$ cat src/rtl/alu_issue_if.sv
// Instruction handshake and ALU operand/result bus between the issue
// controller (slave) and its environment (master: instruction source + ALU).
interface alu_issue_if;
    logic [17:0] instr;
    logic        instr_valid;
    logic        instr_ready;
    logic [17:0] alu_r1;
    logic [17:0] alu_r2;
    logic [1:0]  alu_op_type;
    logic [17:0] alu_result;
    logic        alu_cout;

    modport master (
        output instr, instr_valid, alu_result, alu_cout,
        input  instr_ready, alu_r1, alu_r2, alu_op_type
    );

    modport slave (
        input  instr, instr_valid, alu_result, alu_cout,
        output instr_ready, alu_r1, alu_r2, alu_op_type
    );
endinterface

$ cat src/rtl/alu_issue_ctrl.sv
// Four-state issue/writeback sequencer in front of a combinational 18-bit ALU.
// Accepts one instruction per handshake, reads two operands from a 16 x 18
// register file (r0 hardwired to zero), drives the ALU, captures its result
// and carry, then writes back and updates the sticky carry/zero flags.
module alu_issue_ctrl (
    input  logic        clk,
    input  logic        rst_n,
    alu_issue_if.slave  bus,
    output logic        done,
    output logic        err_illegal,
    output logic        carry_flag,
    output logic        zero_flag,
    input  logic [3:0]  dbg_addr,
    output logic [17:0] dbg_data
);

    typedef enum logic [1:0] {
        S_IDLE,
        S_READ,
        S_EXEC,
        S_WB
    } state_t;

    localparam logic [3:0] OPC_ADD  = 4'b0000;
    localparam logic [3:0] OPC_ADDI = 4'b0100;

    state_t      state_q, state_d;
    logic [17:0] instr_q;
    logic [17:0] r1_q, r2_q;
    logic [1:0]  op_q;
    logic [17:0] res_q;
    logic        cout_q;
    logic        err_q;
    logic        carry_q, zero_q;
    logic [17:0] rf_q [16];

    logic        accept;
    logic        legal_in;
    logic [3:0]  opc;
    logic [3:0]  dst;
    logic [3:0]  src1;
    logic [3:0]  src2;
    logic [17:0] src1_val;
    logic [17:0] src2_val;
    logic        is_add;

    // ALU select: ADDI reuses the adder, the four register ops map directly.
    function automatic logic [1:0] alu_sel(input logic [3:0] op);
        return (op == OPC_ADDI) ? 2'b00 : op[1:0];
    endfunction

    // Six-bit signed immediate widened to the datapath width.
    function automatic logic [17:0] sext6(input logic [5:0] imm);
        return {{12{imm[5]}}, imm};
    endfunction

    assign accept   = (state_q == S_IDLE) && bus.instr_valid;
    assign legal_in = (bus.instr[17:14] <= OPC_ADDI);

    assign opc    = instr_q[17:14];
    assign dst    = instr_q[13:10];
    assign src1   = instr_q[9:6];
    assign src2   = instr_q[5:2];
    assign is_add = (opc == OPC_ADD) || (opc == OPC_ADDI);

    assign src1_val = (src1 == 4'd0) ? 18'd0 : rf_q[src1];
    assign src2_val = (src2 == 4'd0) ? 18'd0 : rf_q[src2];

    assign bus.instr_ready = (state_q == S_IDLE);
    assign bus.alu_r1      = r1_q;
    assign bus.alu_r2      = r2_q;
    assign bus.alu_op_type = op_q;
    assign done            = (state_q == S_WB);
    assign err_illegal     = err_q;
    assign carry_flag      = carry_q;
    assign zero_flag       = zero_q;
    assign dbg_data        = (dbg_addr == 4'd0) ? 18'd0 : rf_q[dbg_addr];

    // State register.
    always_ff @(posedge clk or negedge rst_n) begin
        if (!rst_n) state_q <= S_IDLE;
        else        state_q <= state_d;
    end

    // Next-state: illegal opcodes are consumed in IDLE without leaving it.
    always_comb begin
        state_d = state_q;
        case (state_q)
            S_IDLE: if (accept && legal_in) state_d = S_READ;
            S_READ: state_d = S_EXEC;
            S_EXEC: state_d = S_WB;
            S_WB:   state_d = S_IDLE;
            default: state_d = S_IDLE;
        endcase
    end

    // Latch the instruction on handshake; flag illegal opcodes for one cycle.
    always_ff @(posedge clk or negedge rst_n) begin
        if (!rst_n) begin
            instr_q <= '0;
            err_q   <= 1'b0;
        end else begin
            err_q <= accept && !legal_in;
            if (accept) instr_q <= bus.instr;
        end
    end

    // Operand and op-select registers, loaded only in READ and held otherwise.
    always_ff @(posedge clk or negedge rst_n) begin
        if (!rst_n) begin
            r1_q <= '0;
            r2_q <= '0;
            op_q <= 2'b00;
        end else if (state_q == S_READ) begin
            r1_q <= src1_val;
            r2_q <= (opc == OPC_ADDI) ? sext6(instr_q[5:0]) : src2_val;
            op_q <= alu_sel(opc);
        end
    end

    // Capture the combinational ALU output at the end of EXEC.
    always_ff @(posedge clk or negedge rst_n) begin
        if (!rst_n) begin
            res_q  <= '0;
            cout_q <= 1'b0;
        end else if (state_q == S_EXEC) begin
            res_q  <= bus.alu_result;
            cout_q <= bus.alu_cout;
        end
    end

    // Register file writeback; writes aimed at r0 are dropped.
    always_ff @(posedge clk or negedge rst_n) begin
        if (!rst_n) begin
            for (int i = 0; i < 16; i++) rf_q[i] <= '0;
        end else if ((state_q == S_WB) && (dst != 4'd0)) begin
            rf_q[dst] <= res_q;
        end
    end

    // Sticky flags: zero on every legal op, carry only on adder ops.
    always_ff @(posedge clk or negedge rst_n) begin
        if (!rst_n) begin
            carry_q <= 1'b0;
            zero_q  <= 1'b0;
        end else if (state_q == S_WB) begin
            zero_q <= (res_q == 18'd0);
            if (is_add) carry_q <= cout_q;
        end
    end

endmodule

$ cat src/flat_wrapper.sv
// flat-port wrapper written by rule: the top's interface ports become plain ports
module alu_issue_ctrl_flat 
  (clk, rst_n, done, err_illegal, carry_flag, zero_flag, dbg_addr, dbg_data, bus_instr, bus_instr_valid, bus_alu_result, bus_alu_cout, bus_instr_ready, bus_alu_r1, bus_alu_r2, bus_alu_op_type);
  alu_issue_if bus_i ();
  input  logic clk;
  input  logic rst_n;
  output logic done;
  output logic err_illegal;
  output logic carry_flag;
  output logic zero_flag;
  input  logic [3:0] dbg_addr;
  output logic [17:0] dbg_data;
  input wire logic [$bits(bus_i.instr)-1:0] bus_instr;
  input wire logic [$bits(bus_i.instr_valid)-1:0] bus_instr_valid;
  input wire logic [$bits(bus_i.alu_result)-1:0] bus_alu_result;
  input wire logic [$bits(bus_i.alu_cout)-1:0] bus_alu_cout;
  output wire logic [$bits(bus_i.instr_ready)-1:0] bus_instr_ready;
  output wire logic [$bits(bus_i.alu_r1)-1:0] bus_alu_r1;
  output wire logic [$bits(bus_i.alu_r2)-1:0] bus_alu_r2;
  output wire logic [$bits(bus_i.alu_op_type)-1:0] bus_alu_op_type;
  assign bus_i.instr = bus_instr;
  assign bus_i.instr_valid = bus_instr_valid;
  assign bus_i.alu_result = bus_alu_result;
  assign bus_i.alu_cout = bus_alu_cout;
  assign bus_instr_ready = bus_i.instr_ready;
  assign bus_alu_r1 = bus_i.alu_r1;
  assign bus_alu_r2 = bus_i.alu_r2;
  assign bus_alu_op_type = bus_i.alu_op_type;
  alu_issue_ctrl u_core (.clk(clk), .rst_n(rst_n), .bus(bus_i), .done(done), .err_illegal(err_illegal), .carry_flag(carry_flag), .zero_flag(zero_flag), .dbg_addr(dbg_addr), .dbg_data(dbg_data));
endmodule
$ cat config.mk
export PLATFORM = sky130hd
export DESIGN_NAME = alu_issue_ctrl_flat
export DESIGN_NICKNAME = d
export VERILOG_FILES = /design/src/rtl/alu_issue_if.sv /design/src/rtl/alu_issue_ctrl.sv /design/src/flat_wrapper.sv
export SDC_FILE = /design/constraint.sdc
export NUM_CORES = 1
export LEC_CHECK = 0
export CORE_MARGIN = 10
export CORE_UTILIZATION = 40
export DETAILED_ROUTE_END_ITERATION = 8
export PLACE_DENSITY_LB_ADDON = 0.25
export RECOVER_POWER = 25
export SYNTH_ARGS = -nofsm -noshare
export SYNTH_HDL_FRONTEND = slang
export SYNTH_SLANG_ARGS = --single-unit
$ cat constraint.sdc
create_clock -name clk -period 4.2 [get_ports clk]
set_input_delay 1.26 -clock clk [delete_from_list [all_inputs] [get_ports clk]]
set_output_delay 1.26 -clock clk [all_outputs]
set_load 0.01 [all_outputs]
==> impl_metrics.yaml <==
worst_setup_path:
  cp_max_fo: 6
  worstSetupStartpointType: "input port"
  cpLargestDelayFamily: "buffers and inverters"
  critPathRequiredTime_ps: 2940
  slowest_stage: "mux4_2"
  worst_ep_arrival_time_ps: 2920
  cp-end-kind: "primary output"
  crit_buf_inv: 5
  path_cells: "buf_12 > buf_12 > buf_12 > mux4_2 > mux2i_2 > a211oi_2 > buf_4 > dlygate4sd2_1"
  path_common_cell: "buf_12"
  critical_path_class: "in -> out"
  max_stage_delay_ps: 510
detailed_routing:
  drt-wirelength-per-cell_um: 28.2
  drc: 0
  viasPerCell: 6.11
  wl_mm: 64.9
  dr.pass1.iters: 5
  antenna_left: 0
  vias: 14100
  drt_iter0_markers: 1179
timing:
  setup_violations: 0
  hold_violations: 0
  period_minus_slack_ps: 4180
  slew_headroom_pct: -69.6
  finalSetupTns_ps: 0
  drv_slew: 115
  fin_skew_ps: 26.0
  final.setup.worst_slack_ps: 21.1
  fmax_mhz: 239
  period_share_pct: 99.5
  worst_pin_slew_ps: 2540
synthesis:
  syn-instance-count: 1484
  syn_avg_cell_area_um2: 14.2
  yosysSeqAreaShare_pct: 43.6
  synth.most_common_cell: "dfrtp_1"
  synth_commonest_cells: "368 x dfrtp_1, 367 x mux2_2, 159 x mux4_2"
  async_flop_share_pct: 100
  synthTopCellsByArea: "dfrtp_1 44%, mux2_2 20%, mux4_2 17%"
  synth-seq-cells: 368
  synth_warnings: 0
  synth_edf_count: 0
  yosysTopAreaCellShare_pct: 43.6
  synth_ff_type: "dfrtp_1"
  syn_nets: 1533
  synth_top_area_cell: "dfrtp_1"
  synth.distinct_cells: 48
  netlist_area_um2: 21100
min_path:
  hold_path.class: "reg -> reg"
placement:
  dp_worst_setup_slack_ps: -394
  dp.final_hpwl_mm: 41.5
  gp_congestion: 0.836
  io_buffers: 104
clock_tree:
  ctsRootBufferMaster: "clkbuf_16"
  clock_latency_ps: 580
  cts_max_path_buffers: 3
  path_clk_slew_ps: 60
  cts_hold_buf: 0
  htree_levels: 2
  numCtsBuffers: 42
  cts_sinks: 368
  cts_tree: "yes"
global_route:
  grtUsageTotal_pct: 20.5
  grt_remaining_overflow: 0
  grt_max_degree: 97
  grt_pass1_vias: 14600
  antenna_found_initial: 0
  grt_pass1_wl_mm: 97.5
floorplanning:
  die_x_um: 250
  die_area_um2: 62400
  initial_core_util_pct: 40.3
  die_h_um: 250
  io_pins: 105
  core-area_um2: 52400
  rows: 84
pwr:
  leakage_nw: 10.6
  power.density_nw_per_um2: 772
  vdd_drop_max_mv: 0.359
layout:
  antenna_cells: 0
  drive_above_1_share_pct: 47.3
  fin_nets: 1639
  syn_to_final_growth_pct: 17.8
  final_util_pct: 47.5
status:
  violations: "max-capacitance violations, max-slew violations"
  outcome: "finished, violations left"
job:
  cap_violations: 2
[path summary, 6_finish.rpt]
check	startpoint	endpoint	slack, ps	depth (start not counted)
min in group asynchronous	rst_n	u_core.bus.alu_r2[1]	1450	1
worst max-delay path	dbg_addr[0]	dbg_data[9]	20	8
worst max register to register	u_core.instr_q[15]	u_core.bus.alu_r2[13]	1410	6
worst min-delay path	u_core.rf_q[283]	u_core.rf_q[283]	410	0
max in group asynchronous	rst_n	u_core.rf_q[205]	630	2
worst min register to register	u_core.rf_q[283]	u_core.rf_q[283]	410	0
[cells by family (layout without fill, tap and decap cells)]
group                    Yosys count  in the layout  share of synthesized area (%)
multiplexers                     635            635                           43.1
flip-flops                       368            368                           43.6
adder cells (fa/ha/maj)            5              5                          0.296
AND/OR/NAND/NOR                  140            140                           3.58
AO/OA/AOI/OAI                    163            163                           5.31
buffers and inverters            173            307                           4.16
[timing repair]
item | CTS | global route
endpoints found under the setup margin | 18 | 15
gates cloned | 1 | 1
setup buffers | 6 | 6
pin swaps | 2 | 2
gates resized for setup | 58 | 29
[registers in the layout (all words and copies together) (netlist names)]
name,flops
u_core.res_q,18
u_core.cout_q,1
u_core.rf_q,288
u_core.bus.alu_op_type,2
u_core.carry_flag,1
u_core.zero_flag,1
u_core.bus.alu_r2,18
u_core.bus.alu_r1,18
u_core.state_q,2
u_core.instr_q,18
u_core.err_illegal,1
[power by group]
| group | switching (mW) | internal (mW) |
|---|---|---|
| sequential | 2.36 | 5.03 |
| clock | 1.52 | 2.25 |
| combinational | 3.36 | 4.70 |
[routing by layer]
metal | global-route usage [%] | vias up | wire (um)
met1 | 27.5 | 7537 | 28300
met3 | 5.22 | 99 | 4640
met5 | 0 | - | 0
met2 | 32.0 | 499 | 30200
li1 | - | 5945 | -
met4 | 6.16 | 0 | 1790
[through the flow]
stage | hold slack, ps | cells | total power, mW | instance area, um2
3_3_place_gp | 397 | 2220 | 15.2 | 23300
2_1_floorplan | 455 | 1484 | 12.5 | 21100
6_report | 413 | 2306 | 19.2 | 24900
3_5_place_dp | 403 | 2220 | 15.4 | 23300
5_1_grt | 430 | 2306 | 20.3 | 24900
4_1_cts | 417 | 2299 | 19.2 | 24900
[layout make-up]
type,count,area [um2]
clock inverters,8,92.6
multi-input cells,943,11200
well taps,688,861
repair buffers,213,2140
fillers,4528,27600
inverters,22,82.6
clock buffers,64,1310
flip-flops and latches,368,9230
[layout by cell type (no fill, tap or decap), types with 4 or more instances in the layout]
cell / n
or3_1: 19
mux4_2: 159
a211oi_2: 20
o221ai_1: 18
nor2b_1: 20
dfrtp_1: 362
clkbuf_16: 46
nor2_2: 9
a21oi_1: 23
inv_1: 22
nand2_1: 16
mux2_2: 367
clkbuf_8: 11
o21ai_0: 24
mux2i_1: 85
clkdlybuf4s50_1: 81
nor2_1: 45
clkbuf_2: 10
nor4_1: 6
o22ai_1: 19
nand2b_1: 5
nor3_1: 4
mux4_1: 18
buf_12: 26
buf_4: 79
clkinv_2: 5
dfrtp_4: 4
buf_2: 6
clkbuf_1: 9
a211oi_1: 28
mux2i_2: 6
o21bai_1: 18
ha_1: 4
(Power assumes the default switching activity.)
